===== config.mk =====
export PLATFORM = sky130hd
export DESIGN_NAME = piso_transmitter
export DESIGN_NICKNAME = d
export VERILOG_FILES = /design/src/rtl/piso_transmitter_pkg.sv /design/src/rtl/piso_transmitter_bit_timer.sv /design/src/rtl/piso_transmitter.sv
export SDC_FILE = /design/constraint.sdc
export NUM_CORES = 1
export LEC_CHECK = 0
export CORE_AREA = 3 3 51 58
export CTS_BUF_LIST = sky130_fd_sc_hd__clkbuf_8
export DETAILED_ROUTE_END_ITERATION = 8
export DIE_AREA = 0 0 54 61
export PLACE_DENSITY = 0.74
export SETUP_SLACK_MARGIN = 0.4
export SYNTH_ARGS = -nofsm -noshare
export SYNTH_HDL_FRONTEND = slang
export SYNTH_SLANG_ARGS = --single-unit

===== constraint.sdc =====
create_clock -name clock -period 1.6 [get_ports clock]
set_input_delay 0.16 -clock clock [delete_from_list [all_inputs] [get_ports clock]]
set_output_delay 0.16 -clock clock [all_outputs]
set_load 0.02 [all_outputs]

===== src/rtl/piso_transmitter_pkg.sv =====
// rtl/piso_transmitter_pkg.sv - shared state type and line levels for piso_transmitter (PISO_TRANSMITTER_PARITY_EN adds PARITY)
package piso_transmitter_pkg;

  // PARITY only exists when the parity option is built
  typedef enum logic [2:0] {
    IDLE   = 3'd0,
    START  = 3'd1,
    DATA   = 3'd2,
`ifdef PISO_TRANSMITTER_PARITY_EN
    PARITY = 3'd3,
`endif
    STOP   = 3'd4
  } tx_state_t;

  localparam logic IDLE_LEVEL  = 1'b1;
  localparam logic START_LEVEL = 1'b0;
  localparam logic STOP_LEVEL  = 1'b1;

endpackage


===== src/rtl/piso_transmitter_bit_timer.sv =====
// rtl/piso_transmitter_bit_timer.sv - bit period counter, ticks on the last cycle of each bit
module bit_timer #(
  parameter int DIVISOR = 4
) (
  input  logic clock,
  input  logic reset,
  input  logic en,
  input  logic restart,
  output logic tick,
  output logic last_next
);

  localparam int CW = (DIVISOR > 1) ? $clog2(DIVISOR) : 1;

  logic [CW-1:0] count;

  assign tick = (count == CW'(DIVISOR - 1));

  // last_next: the coming cycle will be the final cycle of the current bit
  generate
    if (DIVISOR == 1) begin : g_div1
      assign last_next = 1'b1;
    end else begin : g_divn
      assign last_next = !restart && en && (count == CW'(DIVISOR - 2));
    end
  endgenerate

  // free-running 0..DIVISOR-1 while enabled, cleared on restart
  always_ff @(posedge clock) begin
    if (reset) begin
      count <= '0;
    end else if (restart) begin
      count <= '0;
    end else if (en) begin
      if (tick) begin
        count <= '0;
      end else begin
        count <= count + 1'b1;
      end
    end
  end

endmodule


===== src/rtl/piso_transmitter.sv =====
// rtl/piso_transmitter.sv - framed parallel-in serial-out transmitter; PISO_TRANSMITTER_PARITY_EN adds an even-parity bit
module piso_transmitter
  import piso_transmitter_pkg::*;
#(
  parameter int WIDTH   = 8,
  parameter int DIVISOR = 4
) (
  input  logic             clock,
  input  logic             reset,
  input  logic [WIDTH-1:0] data,
  input  logic             valid,
  input  logic             left,
  output logic             ready,
  output logic             serial,
  output logic             busy,
  output logic             done
);

  localparam int BCW = $clog2(WIDTH + 1);

  tx_state_t        state_q, state_n;
  logic [WIDTH-1:0] shreg_q, shreg_n;
  logic [BCW-1:0]   bit_cnt_q, bit_cnt_n;
  logic             left_q, left_n;
  logic             serial_n, busy_n, done_n;
  logic             accept;
  logic             tick, last_next;
  logic             next_bit;
  logic [WIDTH-1:0] shifted;
`ifdef PISO_TRANSMITTER_PARITY_EN
  logic             par_q, par_n;
`endif

  assign ready  = (state_q == IDLE);
  assign accept = valid && ready;

  // next data bit comes from the end selected at accept; the register shifts toward that end
  assign next_bit = left_q ? shreg_q[WIDTH-1] : shreg_q[0];
  assign shifted  = left_q ? (shreg_q << 1) : (shreg_q >> 1);

  bit_timer #(.DIVISOR(DIVISOR)) u_bit_timer (
    .clock     (clock),
    .reset     (reset),
    .en        (state_q != IDLE),
    .restart   (accept),
    .tick      (tick),
    .last_next (last_next)
  );

  // next-state and next-output decode; serial/busy/done are registered from these
  always_comb begin
    state_n   = state_q;
    shreg_n   = shreg_q;
    bit_cnt_n = bit_cnt_q;
    left_n    = left_q;
    serial_n  = serial;
`ifdef PISO_TRANSMITTER_PARITY_EN
    par_n     = par_q;
`endif
    case (state_q)
      IDLE: begin
        serial_n = IDLE_LEVEL;
        if (valid) begin
          state_n   = START;
          serial_n  = START_LEVEL;
          shreg_n   = data;
          left_n    = left;
          bit_cnt_n = '0;
`ifdef PISO_TRANSMITTER_PARITY_EN
          par_n     = ^data;
`endif
        end
      end
      START: begin
        if (tick) begin
          state_n  = DATA;
          serial_n = next_bit;
          shreg_n  = shifted;
        end
      end
      DATA: begin
        if (tick) begin
          if (bit_cnt_q == BCW'(WIDTH - 1)) begin
`ifdef PISO_TRANSMITTER_PARITY_EN
            state_n  = PARITY;
            serial_n = par_q;
`else
            state_n  = STOP;
            serial_n = STOP_LEVEL;
`endif
          end else begin
            bit_cnt_n = bit_cnt_q + 1'b1;
            serial_n  = next_bit;
            shreg_n   = shifted;
          end
        end
      end
`ifdef PISO_TRANSMITTER_PARITY_EN
      PARITY: begin
        if (tick) begin
          state_n  = STOP;
          serial_n = STOP_LEVEL;
        end
      end
`endif
      STOP: begin
        if (tick) begin
          state_n  = IDLE;
          serial_n = IDLE_LEVEL;
        end
      end
      default: begin
        state_n  = IDLE;
        serial_n = IDLE_LEVEL;
      end
    endcase
    busy_n = (state_n != IDLE);
    done_n = (state_n == STOP) && last_next;
  end

  // state and datapath registers; reset wins over any accept on the same edge
  always_ff @(posedge clock) begin
    if (reset) begin
      state_q   <= IDLE;
      shreg_q   <= '0;
      bit_cnt_q <= '0;
      left_q    <= 1'b0;
      serial    <= IDLE_LEVEL;
      busy      <= 1'b0;
      done      <= 1'b0;
`ifdef PISO_TRANSMITTER_PARITY_EN
      par_q     <= 1'b0;
`endif
    end else begin
      state_q   <= state_n;
      shreg_q   <= shreg_n;
      bit_cnt_q <= bit_cnt_n;
      left_q    <= left_n;
      serial    <= serial_n;
      busy      <= busy_n;
      done      <= done_n;
`ifdef PISO_TRANSMITTER_PARITY_EN
      par_q     <= par_n;
`endif
    end
  end

endmodule


==> results of run 1 <==
[final cells by class]
class / count / share of cell area, %
Multi-Input combinational cell: 99 / 47.92
Sequential cell: 21 / 25.93
Timing Repair Buffer: 37 / 19.91
Clock buffer: 3 / 2.452
Tap cell: 31 / 2.303
Inverter: 5 / 1.263
Clock inverter: 1 / 0.2229
[through the flow]
| step | power, mW | util [%] |
|---|---|---|
| finish | 1.166 | 68.78 |
| global route | 1.229 | 68.78 |
| CTS | 1.155 | 65.00 |
| detailed placement | 0.8191 | 60.65 |
| global placement | 0.8117 | 60.65 |
| floorplan | 0.7302 | - |
[logic make-up after synthesis]
group           Yosys count
flops                    21
simple gates             47
buf+inv                  15
compound gates           38
xor+xnor                  2
fa+ha+maj                 3
mux                       9
[power breakdown]
| group | internal [mW] | leakage [nW] | switching (mW) | total (mW) |
|---|---|---|---|---|
| sequential | 0.548 | 0.176 | 0.0216 | 0.570 |
| clock | 0.170 | 0.0269 | 0.160 | 0.330 |
| combinational | 0.139 | 0.409 | 0.128 | 0.266 |
| total | 0.857 | 0.611 | 0.309 | 1.17 |
[flip-flops by register name, indices dropped and copies added (netlist names)]
register,cells
shreg_q,8
bit_cnt_q,4
state_q,3
u_bit_timer.count,2
busy,1
done,1
left_q,1
serial,1
[routing by layer]
metal	vias up	GRT usage, %
met2	28	34.60
met1	529	22.97
met3	6	2.211
li1	556	-
met5	-	0
met4	0	8.541
[final timing paths]
path / end / slack [ns] / cells after the start
setup / recovery: done$_SDFF_PP0_ / 0.08 / 6
hold / removal: shreg_q[7]$_SDFFE_PP0P_ / 0.48 / 2
setup reg to reg: done$_SDFF_PP0_ / 0.08 / 6
hold reg to reg: shreg_q[7]$_SDFFE_PP0P_ / 0.48 / 2
[Yosys cell counts]
cell / instances
mux2i_1: 9
or3b_1: 1
o31ai_1: 2
nand2_1: 4
o31a_1: 1
or2_1: 2
xnor2_1: 1
a31oi_1: 1
a311oi_2: 1
a21oi_1: 11
nand4_1: 1
a21o_1: 1
nor3_4: 1
or4_1: 1
nand3b_1: 9
or3_1: 3
ha_1: 3
a211oi_1: 1
buf_6: 2
and3_1: 1
nor4bb_1: 1
and2b_1: 1
nand3_1: 1
a21boi_0: 1
a2bb2oi_1: 2
dfxtp_1: 21
o21ai_0: 6
nor2_1: 7
nor4b_2: 1
or2_2: 1
a21oi_2: 3
clkbuf_1: 2
xnor2_2: 1
buf_4: 2
nor4_1: 1
inv_1: 5
nor2b_1: 2
buf_1: 1
and2_1: 1
nor3_1: 8
o21ai_1: 6
a221oi_2: 2
buf_2: 3
[critical path, delay by kind of cell, from the launching register on]
kind                       cells  cell delay (ns)
buffers and inverters          1             0.17
AOI/OAI and AO/OA              1             0.26
DFF                            1             0.37
adders and majority gates      1             0.13
and+or+nand+nor                3             0.55
[timing repair]
item | 4_1_cts | 5_1_grt
hold buffers | 0 | 0
pin swaps | 5 | 14
gates resized for setup | 16 | 21
cloned | 1 | 0
setup endpoints to repair | 24 | 21
buffers inserted | 3 | 3
==> flow_summary.json, run 1 <==
{
  "outcome": "complete, no violations",
  "nets": 182,
  "die_w_um": 54,
  "synth_xor_area_share_pct": 2.075,
  "synth_top_area_cell": "dfxtp_1",
  "final_common_cell": "buf_4",
  "critPathKind": "reg -> reg",
  "fin_skew_ns": 0.003169,
  "yosys_warnings": 0,
  "grt-ovfl-total": 0,
  "placed_cell_area_um2": 1485,
  "arrival_ns": 1.72,
  "viasPerCell": 5.680,
  "wl_per_cell_um": 14.95,
  "synth.area.top_cells": "dfxtp_1, mux2i_1, nand3b_1",
  "drive_gt1_share_pct": 34.94,
  "multi_input_area_um2": 807.0,
  "io_buffers": 15,
  "antennaDiodeCount": 0,
  "synth-compound-area-share_pct": 21.27,
  "hpwl_mm": 2.091,
  "synth_fa_ha_area_share_pct": 3.112,
  "ys_ff_latch": 21,
  "cts-buffers-inserted": 3,
  "htreeDepth": 1,
  "slew_viol_final": 0,
  "critPathLaunchType": "flip-flop",
  "track_usage_pct": 19.38,
  "post-route-period-util_pct": 95.17,
  "fillers": 190,
  "postRouteAntennaNets": 0,
  "setup_viol": 0,
  "rsz0062_at_grt": "yes",
  "worst_pin_slew_ns": 0.3737,
  "chipHeight_um": 61,
  "antenna_found_initial": 0,
  "fin_ws_ns": 0.07732,
  "synth_nets": 150,
  "pin_count": 16,
  "leakage_nw": 0.6113,
  "syn_area_um2": 1206,
  "hold_viol_final": 0,
  "timing.setup.tns_ns": 0,
  "std_cell_rows": 19,
  "avgSynthCellArea_um2": 8.934,
  "drtIter0Drc": 20,
  "whs_ns": 0.4840,
  "startpoint": "bit_cnt_q[1]$_SDFFE_PP0P_",
  "synth_top_family_by_area": "simple AND/OR/NAND/NOR gates",
  "dieArea_um2": 3294,
  "min_from": "shreg_q[7]$_SDFFE_PP0P_",
  "synthMuxAreaShare_pct": 7.469,
  "slew_headroom_pct": 74.37,
  "path_cells": "ha_4, nand3b_1, buf_4, o31a_1, nor3_4, and3_4",
  "p_per_area_nw_per_um2": 692.5,
  "crit_path_top_delay_cell": "dfxtp_4",
  "register_area_um2": 436.7,
  "path_clk_slew_ns": 0.07,
  "vias": 1119,
  "final_cell_mix": "buf_4, dfxtp_1, a21oi_1, clkdlybuf4s50_1",
  "top_layer_used": "met4",
  "wl_met3_um": 109,
  "drv_cap": 0,
  "hp-class": "reg -> reg",
  "grt_max_degree": 20,
  "pre_cts_slack_ns": 0.03376,
  "slowest_delay_ns": 0.37,
  "synth_simple_gate_area_share_pct": 24.38,
  "gp_congestion": 0.7675,
  "initial_utilization_pct": 49.26,
  "netlist_instances": 135,
  "grt_pass1_vias": 1085,
  "clock_latency_ns": 0.25,
  "synth.top_cell.area_share_pct": 34.85,
  "final_area_um2": 1684,
  "crit_fanout": 3,
  "regToRegStartpoint": "bit_cnt_q[1]$_SDFFE_PP0P_",
  "grt_pass1_wl_mm": 4.705,
  "synth-seq-area-share_pct": 34.85,
  "drc": 0,
  "dp.cells": 186,
  "met2WireLength_mm": 1.538,
  "cp.required_ns": 1.80,
  "synth.distinct_cells": 43,
  "wl_met1_mm": 1.245,
  "coreArea_um2": 2449,
  "end_kind": "flip-flop",
  "tritoncts": "yes",
  "ir_drop_uv": 548.9,
  "areaGrowthSynthToFinish_pct": 39.63,
  "clock-root-buffer": "clkbuf_8",
  "period_needed_ns": 1.523,
  "fmax_mhz": 656.7,
  "cts.sinks": 21,
  "firstDrtPassIters": 4,
  "drt_wl_total_mm": 2.946,
  "stdcell_count": 197,
  "cts.path.max_buffers": 2
}
(Power assumes the default switching activity.)
==> run 2: changes to the inputs <==
CORE_AREA = 3 3 47 54   (was 3 3 51 58)
DIE_AREA = 0 0 50 57   (was 0 0 54 61)
PLACE_DENSITY = 0.82   (was 0.74)
clock period = 1.9 ns   (was 1.6 ns; I/O delays follow)
==> run 2 against run 1 <==
Effect of this change: worst setup slack improved by 0.19 ns; final area fell by 1.9%; via count rose by 9.6%; count of clock-buffer cells in the layout did not move; non-clock buffer count did not move; hold slack improved by 0.0098 ns; clock power fell by 8.8%; clock skew rose by 0.0011 ns; first-iteration DRC count rose by 10%; flip-flop and latch count did not move; fmax fell by 6.9%; critical path type unchanged; largest cell class unchanged; largest power group unchanged.
==> flow_summary.json, run 2 (same netlist as run 1, synthesis figures left out) <==
{
  "slowest_delay_ns": 0.40,
  "crit_fanout": 8,
  "grt_pass1_wl_mm": 5.375,
  "hpwl_mm": 1.887,
  "hold_viol_final": 0,
  "regMostFlops": "shreg_q",
  "areaGrowthSynthToFinish_pct": 37.03,
  "critPathKind": "reg -> reg",
  "post-route-period-util_pct": 86.12,
  "clock_power_share_pct": 29.6,
  "switching_power_mw": 0.2883,
  "outcome": "complete, no violations",
  "gp_congestion": 0.8138,
  "crit_path_top_delay_cell": "or4_1",
  "track_usage_pct": 24.10,
  "critPathLaunchType": "flip-flop",
  "drc": 0,
  "setup_viol": 0,
  "met1_usage_pct": 25.81,
  "combPwrFrac_pct": 22.4,
  "nets": 182,
  "total_power_mw": 1.020,
  "antennaDiodeCount": 0,
  "grt-busiest-layer": "met2",
  "fin_skew_ns": 0.004237,
  "tritoncts": "yes",
  "p_sw_share_pct": 28.27,
  "rrSetupSlack_ns": 0.26,
  "vias": 1226,
  "postRouteAntennaNets": 0,
  "chipHeight_um": 57,
  "slew_headroom_pct": 77.66,
  "drtIter0Drc": 22,
  "dieArea_um2": 2850,
  "viasPerCell": 6.320,
  "holdBufCountCts": 0,
  "coreArea_um2": 2021,
  "std_cell_rows": 17,
  "end_kind": "flip-flop",
  "wl_per_cell_um": 18.30,
  "drv_cap": 0,
  "p_per_area_nw_per_um2": 616.9,
  "grt-ovfl-total": 0,
  "fin_util_pct": 81.80,
  "slew_viol_final": 0,
  "final_area_um2": 1653,
  "path_clk_slew_ns": 0.08,
  "die_w_um": 50,
  "use_met3_pct": 5.483,
  "htreeDepth": 1,
  "clock-root-buffer": "clkbuf_8",
  "antenna_found_initial": 0,
  "cts.path.max_buffers": 2,
  "fin_ws_ns": 0.2638,
  "worst_pin_slew_ns": 0.3258,
  "placed_cell_area_um2": 1403,
  "cp.required_ns": 2.07,
  "rsz0062_at_grt": "yes",
  "io_buffers": 15,
  "grt_pass1_vias": 1188,
  "largestRegisters": "shreg_q: 8 flops, bit_cnt_q: 4 flops, state_q: 3 flops",
  "arrival_ns": 1.81,
  "cp_num_buf_inv": 1,
  "pin_count": 16,
  "path_delay_family": "simple AND/OR/NAND/NOR gates",
  "firstDrtPassIters": 5,
  "clock_latency_ns": 0.27,
  "final_cell_mix": "buf_4, dfxtp_1, clkdlybuf4s50_1, a21oi_1",
  "cts.sinks": 21,
  "p_int_mw": 0.7314,
  "pwr-share-seq_pct": 48.0,
  "ir_drop_uv": 577.0,
  "initial_utilization_pct": 59.69,
  "leakage_nw": 0.6014,
  "use_met2_pct": 42.72,
  "path_cells": "ha_4, nand3b_1, buf_4, a21oi_4, or4_1, a21oi_1",
  "drive_gt1_share_pct": 31.33,
  "pre_cts_slack_ns": 0.1710,
  "drt_wl_total_mm": 3.550,
  "final_common_cell": "buf_4",
  "cts-buffers-inserted": 3,
  "timing.setup.tns_ns": 0,
  "hp-class": "reg -> reg",
  "period_needed_ns": 1.636,
  "grt_max_degree": 20,
  "fmax_mhz": 611.2,
  "largest_reg_flops": 8
}
## run 2: changes by cell type in the layout (fill, tap and decap cells not counted), moves of 2 or more
cell,before,now
dfxtp_2,4,6
dfxtp_4,3,0
buf_6,1,3
buf_4,19,17
dlygate4sd2_1,3,0
o21ai_2,2,0
clkdlybuf4s50_1,11,14
o21ai_1,5,7
or2_4,3,1
## run 2: final timing paths
kind / startpoint / endpoint / depth (start not counted)
max reg2reg: bit_cnt_q[0]$_SDFFE_PP0P_ / bit_cnt_q[0]$_SDFFE_PP0P_ / 6
max: bit_cnt_q[0]$_SDFFE_PP0P_ / bit_cnt_q[0]$_SDFFE_PP0P_ / 6
min reg2reg: shreg_q[7]$_SDFFE_PP0P_ / shreg_q[7]$_SDFFE_PP0P_ / 2
min: shreg_q[7]$_SDFFE_PP0P_ / shreg_q[7]$_SDFFE_PP0P_ / 2
## run 2: worst min-delay path, delay by kind of cell, from the launching register on
family	cells	cell delay (ns)
compound gates	1	0.05
flops	1	0.33
buf+inv	1	0.07
## run 2: power by group through the flow
stage                     registers [mW]  logic [mW]  clock network, mW
final                              0.490       0.229              0.301
after global routing               0.492       0.246              0.321
after CTS                          0.486       0.208              0.299
after detailed placement           0.495       0.181                  0
after global placement             0.495       0.175                  0
after floorplan                    0.493       0.117                  0
## run 2: repair_timing
item	in CTS	in global routing
setup endpoints to repair	13	16
gates resized for setup	12	14
gates cloned	0	1
setup buffers	11	3
pin swaps	3	7
## run 2: through the flow
step           instances  hold slack (ns)
2_1_floorplan        135           0.2653
3_3_place_gp         175           0.4714
3_5_place_dp         175           0.4802
4_1_cts              190           0.4887
5_1_grt              194           0.5109
6_report             194           0.4938
## run 2: cell type report
class / instances / area [um^2]
Multi-Input combinational cell: 99 / 783.3
Tap cell: 28 / 35.03
Clock buffer: 3 / 41.29
Sequential cell: 21 / 427.9
Fill cell: 124 / 367.9
Clock inverter: 1 / 5.005
Timing Repair Buffer: 37 / 341.6
Inverter: 5 / 18.77
## run 2: per-layer routing
metal	wire, um	part of all wire, %
met5	0	0
met4	128	3.6
met3	314	8.8
met2	1799	51
met1	1307	37
==> run 3: changes to the inputs <==
CORE_AREA = 3 3 49 55   (was 3 3 47 54)
DIE_AREA = 0 0 52 58   (was 0 0 50 57)
MAX_ROUTING_LAYER = met4   (was unset)
PLACE_DENSITY = 0.78   (was 0.82)
clock period = 1.85 ns   (was 1.9 ns; I/O delays follow)
==> run 3 against run 2 <==
Effect of this change: sequential power increased by 2%; sequential share of layout area shrank 0.98 points; cell count up 5.7%; highest routed layer unchanged; flip-flop and latch count did not move; fmax about the same; die area rose by 5.8%; global-route usage fell by 0.49 points; core utilization is 3.8 points lower; via count is 3.8% lower; wire length is 0.65% lower; critical path type unchanged.
==> flow_summary.json, run 3 (same netlist as run 1, synthesis figures left out) <==
{
  "outcome": "complete, no violations",
  "slew_viol_final": 0,
  "pre_cts_slack_ns": 0.1891,
  "drv_cap": 0,
  "nets": 191,
  "viasPerCell": 5.751,
  "largest_reg_flops": 8,
  "combPwrFrac_pct": 23.1,
  "post-route-period-util_pct": 88.44,
  "rrSetupSlack_ns": 0.21,
  "hold_viol_final": 0,
  "dp.cells": 178,
  "gp_congestion": 0.7821,
  "clock_power_share_pct": 29.0,
  "p_sw_share_pct": 28.00,
  "setup_viol": 0,
  "crit_fanout": 5,
  "cts.path.max_buffers": 2,
  "worst_pin_slew_ns": 0.3809,
  "min_from": "shreg_q[7]$_SDFFE_PP0P_",
  "holdBufCountCts": 0,
  "r2r_cells": 6,
  "cp.required_ns": 2.03,
  "coreArea_um2": 2230,
  "chipHeight_um": 58,
  "final_area_um2": 1738,
  "die_w_um": 52,
  "register_area_um2": 432.9,
  "switching_power_mw": 0.2934,
  "min_path_cells": 2,
  "timing.setup.tns_ns": 0,
  "multi_input_area_um2": 798.3,
  "std_cell_rows": 18,
  "fin_ws_ns": 0.2138,
  "drive_gt1_share_pct": 36.00,
  "initial_utilization_pct": 54.10,
  "p_per_area_nw_per_um2": 603.0,
  "dieArea_um2": 3016,
  "clock-root-buffer": "clkbuf_8",
  "rr_endpoint": "shreg_q[0]$_SDFFE_PP0P_",
  "rsz0062_at_grt": "yes",
  "grt_pass1_wl_mm": 5.216,
  "final_cell_mix": "buf_4, dfxtp_1, clkdlybuf4s50_1, a21oi_1, nand3b_1",
  "areaGrowthSynthToFinish_pct": 44.09,
  "period_needed_ns": 1.636,
  "postRouteAntennaNets": 0,
  "critPathLaunchType": "flip-flop",
  "drtIter0Drc": 30,
  "regMostFlops": "shreg_q",
  "grt_max_degree": 20,
  "antennaDiodeCount": 0,
  "ir_drop_uv": 559.5,
  "grt-ovfl-total": 0,
  "arrival_ns": 1.81,
  "antenna_found_initial": 0,
  "leakage_nw": 0.6432,
  "htreeDepth": 1,
  "clock_latency_ns": 0.26,
  "worstHoldEndpoint": "shreg_q[7]$_SDFFE_PP0P_",
  "drt_wl_total_mm": 3.527,
  "slew_headroom_pct": 74.53,
  "tritoncts": "yes",
  "grt_pass1_vias": 1183,
  "path_clk_slew_ns": 0.08,
  "end_kind": "flip-flop",
  "pwr-share-seq_pct": 47.8,
  "cts-buffers-inserted": 3,
  "fmax_mhz": 611.2,
  "final_common_cell": "buf_4",
  "p_int_mw": 0.7545,
  "io_buffers": 15,
  "track_usage_pct": 23.61,
  "largestRegisters": "shreg_q: 8 flops, bit_cnt_q: 4 flops, state_q: 3 flops",
  "hpwl_mm": 1.928,
  "cts.sinks": 21,
  "critPathKind": "reg -> reg",
  "pin_count": 16,
  "wl_per_cell_um": 17.20,
  "fillers": 132,
  "drc": 0,
  "fin_skew_ns": 0.002556,
  "regToRegStartpoint": "bit_cnt_q[1]$_SDFFE_PP0P_",
  "stdcell_count": 205,
  "firstDrtPassIters": 4,
  "vias": 1179,
  "hp-class": "reg -> reg",
  "placed_cell_area_um2": 1413
}
run 3: cell types whose count changed in the layout (fill, tap and decap cells not counted), sizes merged:
cell | previous run | this run
clkinv | 1 | 0
inv | 5 | 6
buf | 23 | 32
run 3: layer usage:
layer	track usage (%)	part of all wire, %
met5	-	0
met4	11.24	2.0
met3	3.599	3.6
met2	41.83	54
met1	25.12	41
run 3: layout make-up:
| cell class | count | share of cell area [%] |
|---|---|---|
| multi-input combinational | 99 | 45.93 |
| sequential | 21 | 24.91 |
| timing repair buffer | 46 | 23.33 |
| clock buffer | 3 | 2.376 |
| tap | 30 | 2.160 |
| inverter | 5 | 1.080 |
| clock inverter | 1 | 0.2160 |
run 3: power groups by stage:
| stage | sequential [mW] | combinational (mW) | clock (mW) |
|---|---|---|---|
| global route | 0.504 | 0.262 | 0.323 |
| finish | 0.501 | 0.242 | 0.304 |
| global placement | 0.508 | 0.181 | 0 |
| floorplan | 0.506 | 0.120 | 0 |
| CTS | 0.500 | 0.208 | 0.303 |
| detailed placement | 0.510 | 0.186 | 0 |
run 3: what timing repair did:
item	CTS	global route
gates cloned	1	0
buffers inserted	12	10
resized for setup	15	20
pin swaps	4	8
endpoints found under the setup margin	15	18
run 3: through the flow:
stage	power, mW	utilization, %	hold slack, ns
6_report	1.048	77.95	0.4988
5_1_grt	1.089	77.95	0.5215
3_3_place_gp	0.6889	63.36	0.4650
3_5_place_dp	0.6955	63.36	0.4718
2_1_floorplan	0.6261	-	0.2603
4_1_cts	1.011	71.16	0.4847
run 3: worst max-delay path, cell delays in order, from the launching register on:
cell	delay [ns]
dfxtp_2	0.37
ha_4	0.15
nand3b_1	0.18
a311oi_2	0.38
buf_4	0.20
a21oi_2	0.04
a221oi_2	0.24
run 3: worst max path at each step:
stage	startpoint	end	slack (ns)	cells past startpoint
CTS	u_bit_timer.count[1]$_SDFFE_PP0N_	shreg_q[0]$_SDFFE_PP0P_	0.31	6
detailed placement	bit_cnt_q[0]$_SDFFE_PP0P_	shreg_q[0]$_SDFFE_PP0P_	0.19	6
finish	bit_cnt_q[1]$_SDFFE_PP0P_	shreg_q[0]$_SDFFE_PP0P_	0.21	6
global route	bit_cnt_q[0]$_SDFFE_PP0P_	shreg_q[0]$_SDFFE_PP0P_	0.14	6
floorplan	u_bit_timer.count[1]$_SDFFE_PP0N_	shreg_q[7]$_SDFFE_PP0P_	0.35	7
global placement	valid	u_bit_timer.count[1]$_SDFFE_PP0N_	0.24	5
